## config.mk

```make
export PLATFORM = sky130hd
export DESIGN_NAME = aesl_deadlock_watchdog_ctrl_flat
export DESIGN_NICKNAME = d
export VERILOG_FILES = /design/src/rtl/aesl_deadlock_watchdog_ctrl_if.sv /design/src/rtl/aesl_deadlock_watchdog_ctrl.sv /design/src/flat_wrapper.sv
export SDC_FILE = /design/constraint.sdc
export NUM_CORES = 1
export LEC_CHECK = 0
export CAP_MARGIN = 40
export CORE_ASPECT_RATIO = 0.9
export CORE_MARGIN = 8
export CORE_UTILIZATION = 25
export DETAILED_ROUTE_END_ITERATION = 12
export PLACE_DENSITY = 0.49
export SLEW_MARGIN = 0
export SYNTH_ARGS = -nofsm -noshare
export SYNTH_HDL_FRONTEND = slang
export SYNTH_SLANG_ARGS = --single-unit
```

## constraint.sdc

```tcl
create_clock -name clock -period 3 [get_ports clock]
set_clock_uncertainty 0.15 [all_clocks]
set_input_delay 0.75 -clock clock [delete_from_list [all_inputs] [get_ports clock]]
set_output_delay 0.75 -clock clock [all_outputs]
set_load 0.05 [all_outputs]
```

## src/rtl/aesl_deadlock_watchdog_ctrl_if.sv

```systemverilog
// Bundle of control, blocking-tap and status signals for the deadlock watchdog.
// The master side drives enable/clear and the raw taps; the slave side is the
// watchdog, which returns the registered status.
interface aesl_deadlock_watchdog_ctrl_if #(
  parameter int N_AXIS = 2,
  parameter int N_INST = 1,
  parameter int CNT_W  = 16
);
  logic                       enable;
  logic                       clear;
  logic [N_AXIS-1:0]          axis_block_sigs;
  logic [N_INST-1:0]          inst_idle_sigs;
  logic [N_INST-1:0]          inst_block_sigs;
  logic                       block;
  logic                       block_pulse;
  logic                       suspect;
  logic [N_AXIS+N_INST-1:0]   block_mask;
  logic [CNT_W-1:0]           stall_cycles;
  logic [CNT_W-1:0]           block_count;

  modport master (
    output enable, clear, axis_block_sigs, inst_idle_sigs, inst_block_sigs,
    input  block, block_pulse, suspect, block_mask, stall_cycles, block_count
  );

  modport slave (
    input  enable, clear, axis_block_sigs, inst_idle_sigs, inst_block_sigs,
    output block, block_pulse, suspect, block_mask, stall_cycles, block_count
  );
endinterface

```

## src/rtl/aesl_deadlock_watchdog_ctrl.sv

```systemverilog
// Debounced kernel-deadlock detector. A stall pattern must persist unchanged
// for THRESH consecutive samples before the kernel is declared blocked; the
// block is latched until the stall clears, software clears it, or monitoring
// is disabled. All status outputs come straight from flops.
module aesl_deadlock_watchdog_ctrl #(
  parameter int N_AXIS = 2,
  parameter int N_INST = 1,
  parameter int THRESH = 16,
  parameter int CNT_W  = 16
) (
  input  logic                          clock,
  input  logic                          reset,
  aesl_deadlock_watchdog_ctrl_if.slave  bus
);

  localparam int PAT_W = N_AXIS + N_INST;

  localparam logic [1:0] S_IDLE    = 2'd0;
  localparam logic [1:0] S_WATCH   = 2'd1;
  localparam logic [1:0] S_SUSPECT = 2'd2;
  localparam logic [1:0] S_BLOCKED = 2'd3;

  localparam logic [CNT_W-1:0] CNT_ZERO = {CNT_W{1'b0}};
  localparam logic [CNT_W-1:0] CNT_ONE  = {{(CNT_W-1){1'b0}}, 1'b1};
  localparam logic [CNT_W-1:0] THRESH_C = CNT_W'(THRESH);
  localparam bit               THRESH_ONE = (THRESH == 1);

  // Counter increment that sticks at all-ones instead of wrapping.
  function automatic logic [CNT_W-1:0] sat_inc(input logic [CNT_W-1:0] v);
    return (&v) ? v : (v + CNT_ONE);
  endfunction

  logic [1:0]       state_q, state_d;
  logic [PAT_W-1:0] pat_q, pat_d;
  logic [CNT_W-1:0] stall_cycles_q, stall_cycles_d;
  logic [CNT_W-1:0] block_count_q, block_count_d;
  logic [PAT_W-1:0] block_mask_q, block_mask_d;
  logic             block_q, block_d;
  logic             block_pulse_q, block_pulse_d;
  logic             suspect_q, suspect_d;

  logic [PAT_W-1:0] pat_s;
  logic             stall_s;
  logic             enter_s;
  logic [CNT_W-1:0] stall_inc_s;
  logic [CNT_W-1:0] count_base_s;

  // Current blocking pattern and whether it counts as a genuine stall
  // (an all-idle kernel is never considered stuck).
  always_comb begin
    pat_s   = {bus.inst_block_sigs, bus.axis_block_sigs};
    stall_s = (|pat_s) & ~(&bus.inst_idle_sigs);
  end

  // Next-state, stall counter, pattern register and event bookkeeping.
  always_comb begin
    state_d        = state_q;
    pat_d          = pat_q;
    stall_cycles_d = stall_cycles_q;
    enter_s        = 1'b0;
    stall_inc_s    = stall_cycles_q + CNT_ONE;
    count_base_s   = bus.clear ? CNT_ZERO : block_count_q;

    if (!bus.enable) begin
      state_d        = S_IDLE;
      stall_cycles_d = CNT_ZERO;
    end else begin
      case (state_q)
        S_IDLE: begin
          state_d        = S_WATCH;
          stall_cycles_d = CNT_ZERO;
        end
        S_WATCH: begin
          if (stall_s) begin
            pat_d = pat_s;
            if (THRESH_ONE) begin
              state_d        = S_BLOCKED;
              stall_cycles_d = THRESH_C;
              enter_s        = 1'b1;
            end else begin
              state_d        = S_SUSPECT;
              stall_cycles_d = CNT_ONE;
            end
          end else begin
            stall_cycles_d = CNT_ZERO;
          end
        end
        S_SUSPECT: begin
          if (!stall_s) begin
            state_d        = S_WATCH;
            stall_cycles_d = CNT_ZERO;
          end else if (pat_s != pat_q) begin
            // A different stall pattern means different stuck channels: restart.
            pat_d          = pat_s;
            stall_cycles_d = CNT_ONE;
          end else begin
            stall_cycles_d = stall_inc_s;
            if (stall_inc_s == THRESH_C) begin
              state_d = S_BLOCKED;
              enter_s = 1'b1;
            end else begin
              state_d = S_SUSPECT;
            end
          end
        end
        S_BLOCKED: begin
          if (!stall_s || bus.clear) begin
            state_d        = S_WATCH;
            stall_cycles_d = CNT_ZERO;
          end else begin
            stall_cycles_d = THRESH_C;
          end
        end
        default: begin
          state_d        = S_IDLE;
          stall_cycles_d = CNT_ZERO;
        end
      endcase
    end

    // Clear zeroes the count first so a coincident entry still registers as 1.
    block_count_d = enter_s ? sat_inc(count_base_s) : count_base_s;
    block_mask_d  = enter_s ? pat_s : block_mask_q;
    block_pulse_d = enter_s;
    block_d       = (state_d == S_BLOCKED);
    suspect_d     = (state_d == S_SUSPECT);
  end

  // State and status registers with synchronous reset.
  always_ff @(posedge clock) begin
    if (reset) begin
      state_q        <= S_IDLE;
      pat_q          <= {PAT_W{1'b0}};
      stall_cycles_q <= CNT_ZERO;
      block_count_q  <= CNT_ZERO;
      block_mask_q   <= {PAT_W{1'b0}};
      block_q        <= 1'b0;
      block_pulse_q  <= 1'b0;
      suspect_q      <= 1'b0;
    end else begin
      state_q        <= state_d;
      pat_q          <= pat_d;
      stall_cycles_q <= stall_cycles_d;
      block_count_q  <= block_count_d;
      block_mask_q   <= block_mask_d;
      block_q        <= block_d;
      block_pulse_q  <= block_pulse_d;
      suspect_q      <= suspect_d;
    end
  end

  assign bus.block        = block_q;
  assign bus.block_pulse  = block_pulse_q;
  assign bus.suspect      = suspect_q;
  assign bus.block_mask   = block_mask_q;
  assign bus.stall_cycles = stall_cycles_q;
  assign bus.block_count  = block_count_q;

endmodule

```

## src/flat_wrapper.sv

```systemverilog
// flat-port wrapper written by rule: the top's interface ports become plain ports
module aesl_deadlock_watchdog_ctrl_flat 
#(
  parameter int N_AXIS = 2,
  parameter int N_INST = 1,
  parameter int THRESH = 16,
  parameter int CNT_W  = 16
)
  (clock, reset, bus_enable, bus_clear, bus_axis_block_sigs, bus_inst_idle_sigs, bus_inst_block_sigs, bus_block, bus_block_pulse, bus_suspect, bus_block_mask, bus_stall_cycles, bus_block_count);
  aesl_deadlock_watchdog_ctrl_if #(.N_AXIS(N_AXIS), .N_INST(N_INST), .CNT_W(CNT_W)) bus_i ();
  input  logic clock;
  input  logic reset;
  input wire logic [$bits(bus_i.enable)-1:0] bus_enable;
  input wire logic [$bits(bus_i.clear)-1:0] bus_clear;
  input wire logic [$bits(bus_i.axis_block_sigs)-1:0] bus_axis_block_sigs;
  input wire logic [$bits(bus_i.inst_idle_sigs)-1:0] bus_inst_idle_sigs;
  input wire logic [$bits(bus_i.inst_block_sigs)-1:0] bus_inst_block_sigs;
  output wire logic [$bits(bus_i.block)-1:0] bus_block;
  output wire logic [$bits(bus_i.block_pulse)-1:0] bus_block_pulse;
  output wire logic [$bits(bus_i.suspect)-1:0] bus_suspect;
  output wire logic [$bits(bus_i.block_mask)-1:0] bus_block_mask;
  output wire logic [$bits(bus_i.stall_cycles)-1:0] bus_stall_cycles;
  output wire logic [$bits(bus_i.block_count)-1:0] bus_block_count;
  assign bus_i.enable = bus_enable;
  assign bus_i.clear = bus_clear;
  assign bus_i.axis_block_sigs = bus_axis_block_sigs;
  assign bus_i.inst_idle_sigs = bus_inst_idle_sigs;
  assign bus_i.inst_block_sigs = bus_inst_block_sigs;
  assign bus_block = bus_i.block;
  assign bus_block_pulse = bus_i.block_pulse;
  assign bus_suspect = bus_i.suspect;
  assign bus_block_mask = bus_i.block_mask;
  assign bus_stall_cycles = bus_i.stall_cycles;
  assign bus_block_count = bus_i.block_count;
  aesl_deadlock_watchdog_ctrl #(.N_AXIS(N_AXIS), .N_INST(N_INST), .THRESH(THRESH), .CNT_W(CNT_W)) u_core (.clock(clock), .reset(reset), .bus(bus_i));
endmodule
```

=== Yosys cells after proc, flatten, opt, wreduce, memory -nomap -nowiden ===
Cells that the tools add are included.

* Register bits after elaboration: 43
* Input bits: 8
* Output and inout bits: 38
* Logic and storage cells: 55

* Add/subtract/negate cells: 2
* Eq/ne operators: 10
* Multiplexer cells: 24
* Bitwise gates (word level): 3
* Reduce and logical (&&, ||, !) cells: 8

{| class="wikitable"
|+ Operators by type and width
! operator !! count
|-
| $mux 16 || 5
|-
| $pmux 16 s4 || 1
|-
| $add 16x1->16 const B || 2
|-
| $eq 16x5->1 const B || 1
|-
| $reduce_and 16->1 || 1
|-
| $mux 2 || 5
|-
| $mux 3 || 3
|-
| $eq 2x2->1 const B || 4
|-
| $pmux 2 s4 || 1
|-
| $mux 1 || 7
|-
| $ne 2x1->1 const B || 3
|-
| $pmux 3 s2 || 1
|-
| $mux 5 || 1
|-
| $reduce_and 5->1 || 1
|-
| $ne 3x3->1 || 1
|-
| $reduce_or 3->1 || 1
|-
| $eq 2x1->1 const B || 1
|-
| $logic_not 2->1 || 1
|-
| $not 1->1 || 2
|-
| $reduce_bool 2->1 || 1
|-
| $reduce_or 2->1 || 1
|-
| $and 1x1->1 || 1
|-
| $logic_not 1->1 || 1
|-
| $logic_or 1x1->1 || 1
|}

=== Depth between registers and ports, before layout ===
* Word-level depth: 8
* Depth in mapped cells: 10
* Mapped depth without buffers: 8

=== Least setup slack after synthesis ===
No wires, ideal clock.

* Kind: reg2reg
* Start: reg u_core.stall_cycles_q[0] (netlist: u_core.bus.stall_cycles[0])
* End: reg u_core.block_count_q[12] (netlist: u_core.bus.block_count[12])
* Library setup time: 0.059 ns
* Data arrival time: 2.878 ns
* Data required time: 2.791 ns
* Setup slack: -0.087 ns
* Cell stages (with the launch flop): 10
* Cells stage by stage: dfxtp_1 > ha_1 > and2_0 > buf_2 > xnor2_1 > a31oi_1 > nand4b_1 > or4_4 > or4_1 > nand2_1

* Cells in the longest elaborated chain, start to end: 8

{| class="wikitable"
|+ RTL lines
! item !! line !! source
|-
| start, declared || aesl_deadlock_watchdog_ctrl.sv:35 || <nowiki>logic [CNT_W-1:0] stall_cycles_q, stall_cycles_d;</nowiki>
|-
| start signal, assigned || aesl_deadlock_watchdog_ctrl.sv:143 || <nowiki>stall_cycles_q <= stall_cycles_d;</nowiki>
|-
| $add 16x1->16 || aesl_deadlock_watchdog_ctrl.sv:61 || <nowiki>stall_inc_s = stall_cycles_q + CNT_ONE;</nowiki>
|-
| $eq 16x5->1 || aesl_deadlock_watchdog_ctrl.sv:98 || <nowiki>if (stall_inc_s == THRESH_C) begin</nowiki>
|-
| $mux 1 || aesl_deadlock_watchdog_ctrl.sv:98 ||
|-
| $mux 1 || aesl_deadlock_watchdog_ctrl.sv:92 || <nowiki>end else if (pat_s != pat_q) begin</nowiki>
|-
| $mux 1 || aesl_deadlock_watchdog_ctrl.sv:89 || <nowiki>if (!stall_s) begin</nowiki>
|-
| $mux 1 || aesl_deadlock_watchdog_ctrl.sv:68 || <nowiki>case (state_q)</nowiki>
|-
| $mux 1 || aesl_deadlock_watchdog_ctrl.sv:64 || <nowiki>if (!bus.enable) begin</nowiki>
|-
| $mux 16 || aesl_deadlock_watchdog_ctrl.sv:122 || <nowiki>block_count_d = enter_s ? sat_inc(count_base_s) : count_base_s;</nowiki>
|-
| end signal, assigned || aesl_deadlock_watchdog_ctrl.sv:144 || <nowiki>block_count_q <= block_count_d;</nowiki>
|-
| end, declared || aesl_deadlock_watchdog_ctrl.sv:36 || <nowiki>logic [CNT_W-1:0] block_count_q, block_count_d;</nowiki>
|}

Every way passes these cells.
A chain may end at the register's enable or synchronous reset.

=== Worst setup path in the final report ===
* Start: in bus_inst_block_sigs
* End: reg u_core.block_count_q[10] (netlist: u_core.bus.block_count[10])

* Cells in the longest elaborated chain, start to end: 6

{| class="wikitable"
|+ RTL lines
! item !! line !! source
|-
| start, declared || flat_wrapper.sv:17 || <nowiki>input wire logic [$bits(bus_i.inst_block_sigs)-1:0] bus_inst_block_sigs;</nowiki>
|-
| $ne 3x3->1 / $reduce_or 3->1 (equally long branches) || aesl_deadlock_watchdog_ctrl.sv:92, aesl_deadlock_watchdog_ctrl.sv:52 ||
|-
| $mux 1 / $and 1x1->1 (equally long branches) || aesl_deadlock_watchdog_ctrl.sv:92, aesl_deadlock_watchdog_ctrl.sv:52 ||
|-
| $mux 1 (*) || aesl_deadlock_watchdog_ctrl.sv:89 ||
|-
| $mux 1 (*) || aesl_deadlock_watchdog_ctrl.sv:68 ||
|-
| $mux 1 (*) || aesl_deadlock_watchdog_ctrl.sv:64 ||
|-
| $mux 16 (*) || aesl_deadlock_watchdog_ctrl.sv:122 ||
|}

Mark *: on every way between the ends. The rest lies on a longest branch, timed or not.

==> summary.txt <==
Status
  – Status: finished, final reports clean

Worst setup path
  – Worst Path Arrival: 2.91 ns
  – Startpoint Class: input pin
  – Crit path required time: 3.08 ns
  – Worst r2r path cells: 8
  – Critical path class: input pin to register
  – Worst R2R Start: u_core.bus.stall_cycles[0]$_SDFF_PP0_
  – Largest fanout on the critical path: 18
  – Reg2reg setup slack: 0.25 ns
  – Worst setup EP type: register
  – CP Launch Point: bus_inst_block_sigs
  – RR Endpoint: u_core.bus.block_count[12]$_SDFF_PP0_

Floorplan
  – Die Y: 108 um
  – Die W: 118 um
  – Initial Util: 25.8%
  – Floorplan core area: 9130 sq um
  – Total die area: 12,800 sq um
  – # rows: 33
  – # IOs: 46

Timing
  – Least-Margin Pin Slew: 0.521 ns
  – Final setup viols: 0
  – Final Max Slew Viols: 0
  – Final Hold Slack: 0.312 ns
  – Final Hold Viols: 0
  – FMAX: 0.353 GHz
  – RSZ-0062 raised after global routing: false
  – Setup total negative slack: 0 ns
  – Tcrit/Tclk final: 94.3%
  – Relative slew slack: 65.2%
  – Final min period: 2.83 ns

Placement
  – PortBufs: 45
  – Dpl hpwl: 5.35 mm
  – Routability congestion estimate: 0.793
  – Post-placement cell area: 3210 sq um

Synthesis
  – Ranking of synthesized cells by area: dfxtp_1, xnor2_1, nor2_1
  – Cell taking the most area after synthesis: dfxtp_1
  – Synthesized area per cell: 8.28 sq um
  – Synth warn: 0
  – Post-synth top flop: dfxtp_1
  – Synth top cells by count: dfxtp_1, nor2_1, nand2_1, xnor2_1
  – Share of the synthesized area in the top cell type: 36.6%
  – Synth Instances: 284
  – Netlist cell types: 49
  – Count of state elements after synthesis: 43
  – Number of synthesized flops with an enable pin: 0
  – Ys async rst share: 0%
  – Register area share after synthesis: 36.6%
  – Cell Area, Synth: 2350 sq um
  – Synthesized Nets: 295
  – Count leader, synth: dfxtp_1

Route
  – Routed Antenna Nets: 0
  – Vias: 2,335
  – Routed wire length: 7.01 mm
  – DR WL/cell: 14.5 um
  – Drt first pass iters: 4
  – Initial drt markers: 132
  – DRC viols: 0
  – Via-to-Cell Ratio: 4.81

CTS
  – Num Clock Sinks: 43
  – Hold_buf cts: 0
  – Post-CTS Setup Bufs: 0
  – Root buffer cell: clkbuf_8
  – Max clock buf depth: 2
  – Total CTS buffers: 5
  – Clock latency on the worst-skew pair: 0.30 ns
  – CTS tree: yes
  – H-tree levels: 2
  – Clk pin slew, worst setup/hold paths: 0.08 ns

Worst hold path
  – HP Class: register to register
  – Min-delay src: u_core.bus.block_mask[2]$_SDFFE_PP0P_
  – Hold Path Cell Cnt: 2
  – Worst hold endpoint: u_core.bus.block_mask[2]$_SDFFE_PP0P_

Layout
  – Total Nets Final: 373
  – Layout cells sized above 1: 19.0%
  – Antenna fix cells: 0
  – Layout area overhead: 41.0%
  – Design Area, Final: 3320 sq um

GRT
  – Vias in the first global route: 2,278
  – Total track usage: 11.0%
  – Congestion Overflow GR: 0
  – Largest net degree at the start of global routing: 25
  – Initial antenna violation count: 0
  – First-pass GRT wire length: 11.5 mm

Pwr
  – PwrDens: 314 nW/um^2
  – Leakage: 1.17 nW
  – Max IR drop VDD: 154 uV

Flow run
  – Number of max-cap violations: 0
flip-flops by register name (all words and copies together), names as in the netlist:
name / cells
u_core.bus.block: 1
u_core.bus.block_count: 16
u_core.bus.block_mask: 3
u_core.bus.block_pulse: 1
u_core.bus.stall_cycles: 16
u_core.bus.suspect: 1
u_core.pat_q: 3
u_core.state_q: 2
worst max-delay path by stage:
stage | endpoint | slack, ns | cells after the start
3_5_place_dp | u_core.bus.block_count[14]$_SDFF_PP0_ | -0.20 | 8
4_1_cts | u_core.bus.block_count[10]$_SDFF_PP0_ | 0.10 | 8
2_1_floorplan | u_core.bus.block_count[12]$_SDFF_PP0_ | 0.002 | 7
3_3_place_gp | u_core.bus.block_count[10]$_SDFF_PP0_ | -0.15 | 8
6_report | u_core.bus.block_count[10]$_SDFF_PP0_ | 0.17 | 9
5_1_grt | u_core.bus.block_count[10]$_SDFF_PP0_ | 0.04 | 8
cell type report:
type / instances / area, sq um
clock buffer: 8 / 100
tap: 122 / 153
multi-input combinational: 222 / 1430
sequential: 43 / 868
timing repair buffer: 85 / 751
fill: 963 / 5810
inverter: 5 / 18.8
power by group:
group          switching, mW  total, mW  internal (mW)  leakage (nW)
combinational         0.0324     0.0596         0.0272         0.765
clock                  0.196      0.406          0.210        0.0515
sequential           0.00259      0.575          0.573         0.350
layer usage:
metal	GRT usage [%]	vias to the layer above	routed length (um)
li1	-	1204	-
met1	14.9	1081	3570
met2	16.7	40	3060
met3	2.55	10	263
met4	4.20	0	112
met5	0	-	0
stage by stage:
stage | cells | worst slack, ns | utilization (%) | power (mW)
6_report | 485 | 0.171 | 36.3 | 1.04
5_1_grt | 485 | 0.0401 | 36.3 | 1.09
2_1_floorplan | 284 | 0.00214 | - | 0.614
4_1_cts | 485 | 0.104 | 36.2 | 1.06
3_5_place_dp | 477 | -0.205 | 35.1 | 0.647
3_3_place_gp | 477 | -0.148 | 35.1 | 0.647
cell usage in the layout, fill, tap and decap left out, types with 2 or more instances in the layout:
cell             count
dfxtp_1             37
nand2b_1             5
or3_1                8
a31o_2               2
ha_1                 3
nand4b_1             2
a21o_1               2
a31oi_1              3
and2_1               2
nand2_1             23
mux2i_1              5
xor2_1               4
nand4_1             13
and2_0               2
clkbuf_8             7
or4_1                4
o311ai_0             6
inv_1                5
o31ai_1              3
mux2_2               3
a21oi_1             12
nor3_1               9
nand3_1             13
o21ai_0              7
nor4_1               4
xnor2_1             14
and3_2               2
o41ai_1              6
nor3b_1              3
nor2b_1              5
and4_1               3
and3_1              10
buf_4               40
dfxtp_2              6
nor2_1              29
clkdlybuf4s50_1     45
critical path, stage by stage:
cell,delay (ns)
clkdlybuf4s50_1,0.49
buf_4,0.12
nor3_1,0.06
nor2_1,0.14
nand4_1,0.19
buf_4,0.19
a31o_2,0.33
or4_1,0.49
a21oi_1,0.15
cell families after synthesis:
| kind of cell | after synthesis | synth area share [%] |
|---|---|---|
| multiplexers | 8 | 3.56 |
| adder cells (fa/ha/maj) | 3 | 1.60 |
| AND/OR/NAND/NOR | 145 | 34.2 |
| buffers and inverters | 19 | 3.24 |
| flip-flops | 43 | 36.6 |
| XOR/XNOR | 18 | 6.70 |
| AO/OA/AOI/OAI | 48 | 14.1 |
timing repair:
item / in CTS / in global routing
endpoints found under the hold margin: 0 / 0
resized for setup: 0 / 2
setup endpoints to repair: 0 / 4
No activity file was read; power rests on OpenSTA's default activity.
